`src/rtl/code_lock_ctrl.sv`:
```
// Keypad code lock: digit entry, compare against a stored code,
// timed open, reprogramming from the open state and failure lockout.
module code_lock_ctrl #(
    parameter int                    N_KEYS       = 10,
    parameter int                    N_DIGITS     = 4,
    parameter logic [N_DIGITS*4-1:0] DEFAULT_CODE = 16'h1234,
    parameter int                    T_OPEN       = 50_000_000,
    parameter int                    T_ENTRY      = 250_000_000,
    parameter int                    T_LOCKOUT    = 500_000_000,
    parameter int                    MAX_FAIL     = 3
) (
    input  logic              clk,
    input  logic              rst,
    input  logic [N_KEYS-1:0] key_p,
    input  logic              star_p,
    input  logic              prog_p,
    output logic              open_o,
    output logic              lockout_o,
    output logic              prog_o,
    output logic [3:0]        entry_cnt_o,
    output logic [3:0]        fail_cnt_o
);

    localparam int T_MAX0 = (T_OPEN > T_ENTRY) ? T_OPEN : T_ENTRY;
    localparam int T_MAX  = (T_MAX0 > T_LOCKOUT) ? T_MAX0 : T_LOCKOUT;
    localparam int TW     = $clog2(T_MAX + 1);
    localparam int CW     = N_DIGITS * 4;

    localparam logic [TW-1:0] LD_OPEN  = TW'(T_OPEN - 1);
    localparam logic [TW-1:0] LD_ENTRY = TW'(T_ENTRY - 1);
    localparam logic [TW-1:0] LD_LOCK  = TW'(T_LOCKOUT - 1);
    localparam logic [3:0]    ND       = 4'(N_DIGITS);
    localparam logic [3:0]    ND_OVF   = 4'(N_DIGITS + 1);
    localparam logic [3:0]    MF       = 4'(MAX_FAIL);

    typedef enum logic [2:0] {
        S_IDLE,
        S_ENTRY,
        S_OPEN,
        S_PROG,
        S_LOCK
    } state_t;

    state_t        state, state_n;
    logic [TW-1:0] timer, timer_n;
    logic [CW-1:0] entry_buf, entry_buf_n, entry_upd;
    logic [CW-1:0] code, code_n;
    logic [3:0]    cnt, cnt_n, cnt_upd;
    logic [3:0]    fail, fail_n, fail_inc;
    logic [4:0]    ones;
    logic [3:0]    digit;
    logic          valid;
    logic [TW-1:0] timer_run;

    // A digit event needs exactly one key bit; the bit index is the digit.
    always_comb begin
        ones  = '0;
        digit = '0;
        for (int k = 0; k < N_KEYS; k++) begin
            if (key_p[k]) begin
                ones  = ones + 5'd1;
                digit = 4'(k);
            end
        end
        valid = (ones == 5'd1);
    end

    // Entry as it looks once this cycle's digit is accepted, so a star
    // arriving in the same cycle judges the updated entry.
    always_comb begin
        entry_upd = entry_buf;
        cnt_upd   = cnt;
        if (valid) begin
            if (cnt < ND) begin
                for (int p = 0; p < N_DIGITS; p++) begin
                    if (cnt == 4'(p)) begin
                        entry_upd[(N_DIGITS-1-p)*4 +: 4] = digit;
                    end
                end
                cnt_upd = cnt + 4'd1;
            end else begin
                cnt_upd = ND_OVF;
            end
        end
    end

    assign fail_inc  = fail + 4'd1;
    assign timer_run = valid ? LD_ENTRY :
                       (timer != '0) ? timer - TW'(1) : timer;

    always_comb begin
        state_n     = state;
        timer_n     = timer;
        entry_buf_n = entry_buf;
        cnt_n       = cnt;
        fail_n      = fail;
        code_n      = code;
        unique case (state)
            S_IDLE, S_ENTRY: begin
                if (state == S_ENTRY || valid) begin
                    state_n     = S_ENTRY;
                    entry_buf_n = entry_upd;
                    cnt_n       = cnt_upd;
                    timer_n     = timer_run;
                    if (star_p) begin
                        entry_buf_n = '0;
                        cnt_n       = '0;
                        if (cnt_upd == ND && entry_upd == code) begin
                            state_n = S_OPEN;
                            timer_n = LD_OPEN;
                            fail_n  = '0;
                        end else if (fail_inc == MF) begin
                            state_n = S_LOCK;
                            timer_n = LD_LOCK;
                            fail_n  = fail_inc;
                        end else begin
                            state_n = S_IDLE;
                            timer_n = '0;
                            fail_n  = fail_inc;
                        end
                    end else if (!valid && timer == '0) begin
                        state_n     = S_IDLE;
                        entry_buf_n = '0;
                        cnt_n       = '0;
                    end
                end
            end
            S_OPEN: begin
                if (prog_p) begin
                    state_n     = S_PROG;
                    timer_n     = LD_ENTRY;
                    entry_buf_n = '0;
                    cnt_n       = '0;
                end else if (timer == '0) begin
                    state_n = S_IDLE;
                end else begin
                    timer_n = timer - TW'(1);
                end
            end
            S_PROG: begin
                entry_buf_n = entry_upd;
                cnt_n       = cnt_upd;
                timer_n     = timer_run;
                if (star_p || (!valid && timer == '0)) begin
                    if (star_p && cnt_upd == ND) begin
                        code_n = entry_upd;
                    end
                    state_n     = S_IDLE;
                    timer_n     = '0;
                    entry_buf_n = '0;
                    cnt_n       = '0;
                end
            end
            S_LOCK: begin
                if (timer == '0) begin
                    state_n = S_IDLE;
                    fail_n  = '0;
                end else begin
                    timer_n = timer - TW'(1);
                end
            end
            default: begin
                state_n     = S_IDLE;
                timer_n     = '0;
                entry_buf_n = '0;
                cnt_n       = '0;
            end
        endcase
    end

    always_ff @(posedge clk) begin
        if (rst) begin
            state     <= S_IDLE;
            timer     <= '0;
            entry_buf <= '0;
            cnt       <= '0;
            fail      <= '0;
            code      <= DEFAULT_CODE;
            open_o    <= 1'b0;
            lockout_o <= 1'b0;
            prog_o    <= 1'b0;
        end else begin
            state     <= state_n;
            timer     <= timer_n;
            entry_buf <= entry_buf_n;
            cnt       <= cnt_n;
            fail      <= fail_n;
            code      <= code_n;
            open_o    <= (state_n == S_OPEN);
            lockout_o <= (state_n == S_LOCK);
            prog_o    <= (state_n == S_PROG);
        end
    end

    assign entry_cnt_o = cnt;
    assign fail_cnt_o  = fail;

endmodule

```
`config.mk`:
```
export PLATFORM = sky130hd
export DESIGN_NAME = code_lock_ctrl
export DESIGN_NICKNAME = d
export VERILOG_FILES = /design/src/rtl/code_lock_ctrl.sv
export SDC_FILE = /design/constraint.sdc
export NUM_CORES = 1
export LEC_CHECK = 0
export ABC_AREA = 1
export CORE_AREA = 2 2 115 117
export DETAILED_ROUTE_END_ITERATION = 6
export DIE_AREA = 0 0 117 119
export GPL_ROUTABILITY_DRIVEN = 0
export GPL_TIMING_DRIVEN = 0
export PLACE_DENSITY_LB_ADDON = 0.15
export SLEW_MARGIN = 20
export SYNTH_ARGS = -nofsm -noshare
export SYNTH_HDL_FRONTEND = slang
export SYNTH_SLANG_ARGS = --single-unit
export TNS_END_PERCENT = 5
```
`constraint.sdc`:
```
create_clock -name clk -period 8.5 [get_ports clk]
set_clock_uncertainty 0.05 [all_clocks]
set_input_delay 0.85 -clock clk [delete_from_list [all_inputs] [get_ports clk]]
set_output_delay 0.85 -clock clk [all_outputs]
set_load 0.01 [all_outputs]
```
==> results.toml <==
[clock_network]
cts_buffers = 9
clk_pin_slew_ns = 0.06
worstSkewPairLatency_ns = 0.35
htreeDepth = 3
clock_path_buffers = 2
tritoncts = "yes"
clock-root-buffer = "clkbuf_16"
hold_buffers = 0
cts_sinks = 75

[synth]
yosys.area_share.xor_xnor = 0.0355
ys_top_cells_by_count = "nand2_1, inv_1, nor2_1, a21oi_1, nand3_1"
netlist.area_leader.share = 0.243
seq_area_frac_synth = 0.243
syn_area_per_cell_sq_um = 5.75
synth.most_common_cell = "nand2_1"
synth_top_family_by_area = "simple AND/OR/NAND/NOR gates"
synth_area_leader_cell = "dfxtp_1"
synth.distinct_cells = 42
ys.flop_type = "dfxtp_1"
yosysWarnings = 0
synth_edf_count = 0
synth_adder_area_share = 0.0324
syn_area_sq_um = 6170
synth_compound_area_frac = 0.136
synth.area.top_cells = "dfxtp_1, nand2_1, inv_1"
syn_nets = 1104
synth_simple_gate_area_frac = 0.428
synth.mux.area_fraction = 0.00547
synthArstFlopShare = 0
netlist_instances = 1074
ys_ff_latch = 75

[floorplanning]
initial_core_util = 0.479
io-pin-count = 25
die_width_um = 117
die_area_sq_um = 13900
rows = 42
floorplan.core_area_sq_um = 12900
die_y_um = 119

[placed_design]
placed_cell_area_sq_um = 6630
portBuffers = 24
hpwl_mm = 13.0

[grt]
grt_pass1_vias = 6099
grt_pass1_wl_mm = 29.1
grt_max_degree = 13
grt_use_total = 0.265
antenna_found_initial = 0
grt-ovfl-total = 0

[detailed_routing]
vias = 6614
vias_per_cell = 5.13
dr.first_iter.drc_count = 402
wl_per_cell_um = 13.6
wl_mm = 17.5
dr.pass1.iters = 5
drcViolationCount = 0
drtAntennaViolNets = 0

[worst_setup_path]
crit_required_ns = 8.66
timing.rr.end = "timer[21]"
critPathLaunchType = "input pin"
cp_common_cell = "nand2_1"
crit_path_max_fanout = 10
reg2reg_slack_ns = 4.54
worstPathArrival_ns = 8.17
cp-end-kind = "flip-flop"
path_class = "in2reg"
reg2reg_depth = 22
cpMaxStageDelayCell = "clkbuf_1"
max_stage_delay_ns = 0.49
rr_startpoint = "timer[1]"

[sta]
rsz0062_at_grt = "no"
fin_setup_tns_ns = 0
worstMarginPinSlew_ns = 0.787
setup_viol = 0
slew_viol_final = 0
max_freq_mhz = 125
hold_viol = 0
post-route-period-util = 0.942
period_minus_slack_ns = 8.01
max-slew-margin-rel = 0.471

[min_path]
min_from = "entry_buf[4]"
holdPathStages = 2
hp-class = "reg2reg"
whs_endpoint = "entry_buf[4]"

[cells_and_area]
stdcell_area_sq_um = 6930
antenna_cells = 0
fillerInstances = 1381
drive_gt1_frac = 0.0692
multi_input_area_sq_um = 3950
area_growth_pct = 12.3
fin_nets = 1139
seq_area_sq_um = 1500

[pwr]
power_density_nw_per_um2 = 323
fin_total_pwr_mw = 2.24
ir_drop_mv = 0.128
leakage_nw = 3.40

[flow_run]
cap_violations = 0

[outcome]
status = "finished clean"
[stage by stage]
stage	util	worst slack (ns)	instances	hold slack, ns
4_1_cts	0.537	0.360	1289	0.415
3_3_place_gp	0.515	0.00998	1274	0.404
5_1_grt	0.539	0.00571	1289	0.427
2_1_floorplan	-	1.41	1074	0.393
3_5_place_dp	0.515	-0.0161	1274	0.406
6_report	0.539	0.490	1289	0.415
[power by group]
part / total [mW] / internal [mW] / switching (mW)
sequential: 0.428 / 0.387 / 0.0405
clock: 0.371 / 0.213 / 0.159
combinational: 1.44 / 0.493 / 0.950
[critical path, delay by kind of cell]
family / cells / cell delay [ns]
adders and majority gates: 8 / 2.15
and+or+nand+nor: 23 / 3.40
AOI/OAI and AO/OA: 1 / 0.16
buffers and inverters: 10 / 1.61
[state kept, by name (all words and copies together) (netlist names)]
| signal | flops |
|---|---|
| state | 3 |
| fail_cnt_o | 4 |
| open_o | 1 |
| entry_buf | 16 |
| lockout_o | 1 |
| entry_cnt_o | 4 |
| prog_o | 1 |
| timer | 29 |
| code | 16 |
[cells by family after synthesis]
kind of cell / after synthesis
adders and majority gates: 16
and+or+nand+nor: 613
DFF: 75
xor gates and xnor gates: 25
muxes: 3
AOI/OAI and AO/OA: 158
buffers and inverters: 184
[routing by layer]
layer  up-vias  track usage  wire (um)
met5         -            0          0
li1       3469            -          -
met3        35       0.0504        835
met4         0        0.115        530
met1      2952        0.328       7700
met2       158        0.445       8440
[cells in the final DEF (no fill, tap or decap), drive strengths merged, types with 4 or more instances in the layout]
master	instances
a21oi	89
xnor2	7
clkbuf	35
nor3	12
nand3	83
nand3b	10
nand4	8
o21ai	49
a31oi	6
xor2	18
a211oi	4
nand2	382
buf	12
clkdlybuf4s50	24
nor2	102
or2	9
o21a	4
ha	16
and2	4
dfxtp	75
inv	149
[worst max-delay path by stage]
| stage | cells after the start | endpoint | startpoint | slack (ns) |
|---|---|---|---|---|
| 2_1_floorplan | 43 | code[9] | key_p[0] | 1.41 |
| 3_3_place_gp | 43 | timer[11] | key_p[0] | 0.01 |
| 3_5_place_dp | 44 | code[9] | key_p[0] | -0.02 |
| 4_1_cts | 43 | timer[11] | key_p[0] | 0.36 |
| 5_1_grt | 43 | code[4] | key_p[0] | 0.006 |
| 6_report | 42 | code[7] | key_p[0] | 0.49 |
[cell type report]
| class | instances | area share |
|---|---|---|
| clock buffers | 12 | 0.0370 |
| inverters | 149 | 0.0807 |
| multi-input cells | 815 | 0.570 |
| repair buffers | 24 | 0.0346 |
| flip-flops and latches | 75 | 0.217 |
| well taps | 176 | 0.0318 |
| plain buffers | 35 | 0.0258 |
| clock inverters | 3 | 0.00343 |
[what timing repair did]
item,4_1_cts,5_1_grt
resized for setup,0,8
setup buffers,0,0
endpoints found under the setup margin,0,38
(Power assumes the default switching activity.)
